--- config.mk ---
export PLATFORM = sky130hd
export DESIGN_NAME = mem_arbiter
export DESIGN_NICKNAME = d
export VERILOG_FILES = /design/src/rtl/zktc_bus_pkg.sv /design/src/rtl/mem_arb_rr_pick.sv /design/src/rtl/mem_arbiter.sv
export SDC_FILE = /design/constraint.sdc
export NUM_CORES = 1
export LEC_CHECK = 0
export BUFFER_PORTS_ARGS = -buffer_cell sky130_fd_sc_hd__buf_2
export CORE_MARGIN = 5
export CORE_UTILIZATION = 45
export DETAILED_ROUTE_END_ITERATION = 10
export GPL_TIMING_DRIVEN = 1
export PLACE_DENSITY_LB_ADDON = 0.3
export SETUP_SLACK_MARGIN = 0.05
export SLEW_MARGIN = 20
export SYNTH_ARGS = -nofsm -noshare
export SYNTH_HDL_FRONTEND = slang
export SYNTH_SLANG_ARGS = --single-unit
--- constraint.sdc ---
create_clock -name clk -period 3.4 [get_ports clk]
set_input_delay 0.51 -clock clk [delete_from_list [all_inputs] [get_ports clk]]
set_output_delay 0.51 -clock clk [all_outputs]
set_load 0.05 [all_outputs]
--- src/rtl/zktc_bus_pkg.sv ---
// Shared bus types and constants for the core memory port and its arbiter.
package zktc_bus_pkg;

  localparam int ADDR_W = 16;
  localparam int DATA_W = 16;
  localparam int STRB_W = 2;

  // Returned on a watchdog abort so that a stalled instruction fetch traps.
  localparam logic [DATA_W-1:0] TRAP_OPCODE = 16'hFFFF;

  typedef enum logic [1:0] {
    IDLE = 2'd0,
    BUSY = 2'd1,
    DONE = 2'd2
  } arb_state_t;

  typedef struct packed {
    logic [ADDR_W-1:0] addr;
    logic [DATA_W-1:0] wdata;
    logic [STRB_W-1:0] wstrb;
  } bus_req_t;

endpackage

--- src/rtl/mem_arb_rr_pick.sv ---
// Two-way round-robin selector: on contention, the master that was not granted last wins.
module mem_arb_rr_pick (
  input  logic v0,
  input  logic v1,
  input  logic last_grant,
  output logic any,
  output logic winner
);

  always_comb begin
    any    = v0 | v1;
    winner = 1'b0;
    if (v0 && v1) begin
      winner = ~last_grant;
    end else if (v1) begin
      winner = 1'b1;
    end
  end

endmodule

--- src/rtl/mem_arbiter.sv ---
// Round-robin arbiter sharing one memory port between the core and a second bus master,
// with a watchdog that aborts hung accesses and hands back the trap opcode.
module mem_arbiter
  import zktc_bus_pkg::*;
#(
  parameter int TIMEOUT = 255
) (
  input  logic              clk,
  input  logic              rst,
  input  logic              m0_valid,
  input  logic [ADDR_W-1:0] m0_addr,
  input  logic [DATA_W-1:0] m0_wdata,
  input  logic [STRB_W-1:0] m0_wstrb,
  output logic              m0_ready,
  output logic [DATA_W-1:0] m0_rdata,
  input  logic              m1_valid,
  input  logic [ADDR_W-1:0] m1_addr,
  input  logic [DATA_W-1:0] m1_wdata,
  input  logic [STRB_W-1:0] m1_wstrb,
  output logic              m1_ready,
  output logic [DATA_W-1:0] m1_rdata,
  output logic              s_valid,
  output logic [ADDR_W-1:0] s_addr,
  output logic [DATA_W-1:0] s_wdata,
  output logic [STRB_W-1:0] s_wstrb,
  input  logic              s_ready,
  input  logic [DATA_W-1:0] s_rdata,
  output logic              bus_err,
  output logic              grant
);

  localparam int WD_W = $clog2(TIMEOUT + 1);

  arb_state_t      state_q;
  arb_state_t      state_d;
  bus_req_t        req_q;
  logic            grant_q;
  logic [WD_W-1:0] wdog_q;

  logic            pick_any;
  logic            pick_winner;
  logic            latch_en;
  logic            complete;
  logic            timeout;
  logic            expired;
  logic [DATA_W-1:0] rsp_data;

  function automatic logic [WD_W-1:0] wdog_sat_inc(input logic [WD_W-1:0] w);
    if (w == {WD_W{1'b1}}) begin
      return w;
    end
    return w + 1'b1;
  endfunction

  mem_arb_rr_pick u_pick (
    .v0         (m0_valid),
    .v1         (m1_valid),
    .last_grant (grant_q),
    .any        (pick_any),
    .winner     (pick_winner)
  );

  assign expired = (wdog_q == WD_W'(TIMEOUT));

  // Next-state and completion decode; s_ready wins over a coincident expiry.
  always_comb begin
    state_d  = state_q;
    latch_en = 1'b0;
    complete = 1'b0;
    timeout  = 1'b0;
    unique case (state_q)
      IDLE: begin
        if (pick_any) begin
          latch_en = 1'b1;
          state_d  = BUSY;
        end
      end
      BUSY: begin
        if (s_ready) begin
          complete = 1'b1;
          state_d  = DONE;
        end else if (expired) begin
          complete = 1'b1;
          timeout  = 1'b1;
          state_d  = DONE;
        end
      end
      DONE: begin
        state_d = IDLE;
      end
      default: begin
        state_d = IDLE;
      end
    endcase
  end

  always_ff @(posedge clk or posedge rst) begin
    if (rst) begin
      state_q <= IDLE;
    end else begin
      state_q <= state_d;
    end
  end

  // Grant-time capture of the winning request; grant resets to 1 so master 0 wins first.
  always_ff @(posedge clk or posedge rst) begin
    if (rst) begin
      grant_q <= 1'b1;
      req_q   <= '0;
      wdog_q  <= '0;
    end else if (latch_en) begin
      grant_q <= pick_winner;
      req_q   <= pick_winner ? bus_req_t'{m1_addr, m1_wdata, m1_wstrb}
                             : bus_req_t'{m0_addr, m0_wdata, m0_wstrb};
      wdog_q  <= '0;
    end else if (state_q == BUSY) begin
      wdog_q  <= wdog_sat_inc(wdog_q);
    end
  end

  assign s_valid  = (state_q == BUSY);
  assign s_addr   = req_q.addr;
  assign s_wdata  = req_q.wdata;
  assign s_wstrb  = req_q.wstrb;
  assign grant    = grant_q;
  assign bus_err  = timeout;
  assign rsp_data = timeout ? TRAP_OPCODE : s_rdata;

  assign m0_ready = complete && !grant_q;
  assign m1_ready = complete &&  grant_q;
  assign m0_rdata = m0_ready ? rsp_data : '0;
  assign m1_rdata = m1_ready ? rsp_data : '0;

endmodule

==> impl_metrics.env <==
export IMPL_tightest_slew_ns=0.894
export IMPL_cts_tree="built"
export IMPL_route_detailed_drc=0
export IMPL_syn_nets=341
export IMPL_rsz0062_at_grt="no"
export IMPL_via_per_inst=5.00
export IMPL_worst_setup_path_type="register to primary output"
export IMPL_synthCells=251
export IMPL_synthMuxAreaShare_pct=14.3
export IMPL_synth_compound_area_share_pct=21.5
export IMPL_finClkSkew_ns=0.00373
export IMPL_clk_pin_slew_ns=0.08
export IMPL_drive_gt1_share_pct=44.2
export IMPL_core_um2=5200
export IMPL_synth_edf_count=0
export IMPL_fin_crit_ns=2.86
export IMPL_grt_first_pass_wirelength_um=10600
export IMPL_cts_max_level=2
export IMPL_critPathLaunchType="register"
export IMPL_routed_wl_um=6440
export IMPL_tns_ns=0
export IMPL_cts_sinks=45
export IMPL_drt_iter0_markers=120
export IMPL_vias=2363
export IMPL_synthFlopType="dfrtp_1"
export IMPL_worstPathArrival_ns=2.35
export IMPL_clock_path_buffers=2
export IMPL_synth_adder_area_share_pct=0.510
export IMPL_synthSimpleGateAreaFrac_pct=13.3
export IMPL_antenna_found_initial=0
export IMPL_finalCritPeriodShare_pct=84.1
export IMPL_synth_xor_area_share_pct=0.357
export IMPL_final_util_pct=65.4
export IMPL_total_power_w=0.00324
export IMPL_layout_common_cells="buf_2, dfrtp_1, nand2_1"
export IMPL_internal_power_w=0.00146
export IMPL_die_w_um=83.9
export IMPL_crit_fanout=17
export IMPL_ys_seq_elements=45
export IMPL_dp_hpwl_um=5080
export IMPL_ys_warn_count=0
export IMPL_fmax_ghz=0.350
export IMPL_die_h_um=83.9
export IMPL_maxCapViolCount=0
export IMPL_postSynth_asyncResetShare_pct=100
export IMPL_diodes=0
export IMPL_endpoint_kind="primary output"
export IMPL_cts_root_buf="clkbuf_8"
export IMPL_grt_overflow=0
export IMPL_p_switching_w=0.00178
export IMPL_start_util_pct=47.2
export IMPL_drt_antenna_violating_nets=0
export IMPL_die_area_um2=7030
export IMPL_setup_viol=0
export IMPL_outcome="finished, final reports clean"
export IMPL_wire_per_inst_um=13.6
export IMPL_num_rows=26
export IMPL_final_nets=493
export IMPL_timing_rr_start="state_q[1]"
export IMPL_area_delta_synth_final_pct=38.7
export IMPL_swShare_pct=55.0
export IMPL_p_per_area_nw_per_um2=951
export IMPL_synth_cell_type_count=34
export IMPL_peakVddDrop_mv=0.453
export IMPL_slew_headroom_pct=40.3
export IMPL_p_comb_share_pct=59.5
export IMPL_power_share_clock_pct=11.9
export IMPL_finalWeightedCongestion=0.835
export IMPL_seqPwrFrac_pct=28.6
export IMPL_synth_top_family_by_area="compound AO/OA/AOI/OAI gates"
export IMPL_first_pass_iters=4
export IMPL_drv_slew=0
export IMPL_netlist_area_um2=2450
export IMPL_avgSynthCellArea_um2=9.78
export IMPL_grt_pass1_vias=2287
export IMPL_yosysSeqAreaShare_pct=45.9
export IMPL_final_cells=473
export IMPL_hold_path_class="input pin to asynchronous set/reset pin"
export IMPL_grt_use_total_pct=18.2
export IMPL_cts_resized=0
export IMPL_finalHoldViolCount=0
export IMPL_grt_max_degree=46
export IMPL_post_cts_repair_setup_buffers=0
export IMPL_cts_buffers=5
export IMPL_dp_cells=466
export IMPL_cts_hold_buffers_added=0
export IMPL_cp_startpoint="wdog_q[0]"
export IMPL_ios=160
export IMPL_mostFrequentLayoutCell="buf_2"
export IMPL_leakage_nw=1.84
export IMPL_clk_latency_ns=0.29
export IMPL_worst_endpoint_required_ns=2.89
export IMPL_portBuffers=159
-- critical path, cell delays in order (launching register included) --
cell	delay, ns
dfrtp_1	0.42
ha_1	0.25
and4_1	0.25
a21oi_2	0.11
nor3b_4	0.57
o21a_1	0.20
buf_2	0.26
-- metrics by stage --
step                      hold slack [ns]  instance area, um2  setup WS [ns]
after floorplan                     0.464                2450          0.961
after global placement              0.456                3300          0.927
after detailed placement            0.465                3300          0.848
after CTS                           0.453                3400          0.520
after global routing                0.480                3400          0.359
final                               0.411                3400          0.541
-- synth_stat cells, types with 2 or more instances --
cell	count	area (um2)
nand3_1	6	30.0
o21a_1	33	248
dfrtp_1	44	1100
o21ai_0	36	180
a22o_1	2	17.5
o21ai_1	2	10.0
nand2_1	40	150
nor3_1	2	10.0
buf_2	4	20.0
nand4_1	2	12.5
a31oi_1	2	12.5
mux2i_1	35	350
clkbuf_1	7	26.3
and3_1	3	18.8
a21oi_1	2	10.0
nor2_1	9	33.8
buf_4	5	37.5
-- flip-flops by register name (all words and copies together), names as in the netlist --
name / count
grant: 1
s_wdata: 16
state_q: 2
s_addr: 16
wdog_q: 8
s_wstrb: 2
-- path summary, 6_finish.rpt --
check | slack [ns] | end | cells after the start
worst max-delay path | 0.54 | m1_rdata[11] | 6
worst min-delay path | 0.41 | s_addr[0] | 2
worst max register to register | 1.46 | wdog_q[7] | 4
worst min register to register | 0.48 | s_addr[9] | 2
max in group asynchronous | 2.44 | s_addr[5] | 2
min in group clk | 0.48 | state_q[0] | 2
-- power groups by stage --
| stage | Sequential [W] | Combinational (W) | Clock [W] |
|---|---|---|---|
| floorplan | 0.00163 | 0.000779 | 0 |
| global placement | 0.000925 | 0.00192 | 0 |
| detailed placement | 0.000932 | 0.00196 | 0 |
| CTS | 0.000928 | 0.00195 | 0.000396 |
| global route | 0.000961 | 0.00207 | 0.000416 |
| finish | 0.000925 | 0.00193 | 0.000385 |
-- routing by layer --
metal	global-route usage, %	up-vias	wire, um
met5	0	-	0
met4	3.95	0	51
met3	5.63	6	587
met2	31.1	106	3140
met1	22.7	1053	2660
li1	-	1198	-
-- logic make-up (layout without fill, tap and decap cells) --
| kind of cell | Yosys count | count (layout) |
|---|---|---|
| compound gates | 83 | 83 |
| xor+xnor | 1 | 1 |
| simple gates | 67 | 67 |
| flops | 45 | 45 |
| mux | 35 | 35 |
| buf+inv | 19 | 171 |
| fa+ha+maj | 1 | 1 |
-- layout make-up --
cell class / instances / area [um2]
well taps: 70 / 87.6
repair buffers: 162 / 831
multi-input cells: 187 / 1250
flip-flops and latches: 45 / 1130
clock inverters: 2 / 35.0
fillers: 464 / 1800
inverters: 2 / 7.51
clock buffers: 5 / 68.8
No activity file was read; power rests on OpenSTA's default activity.
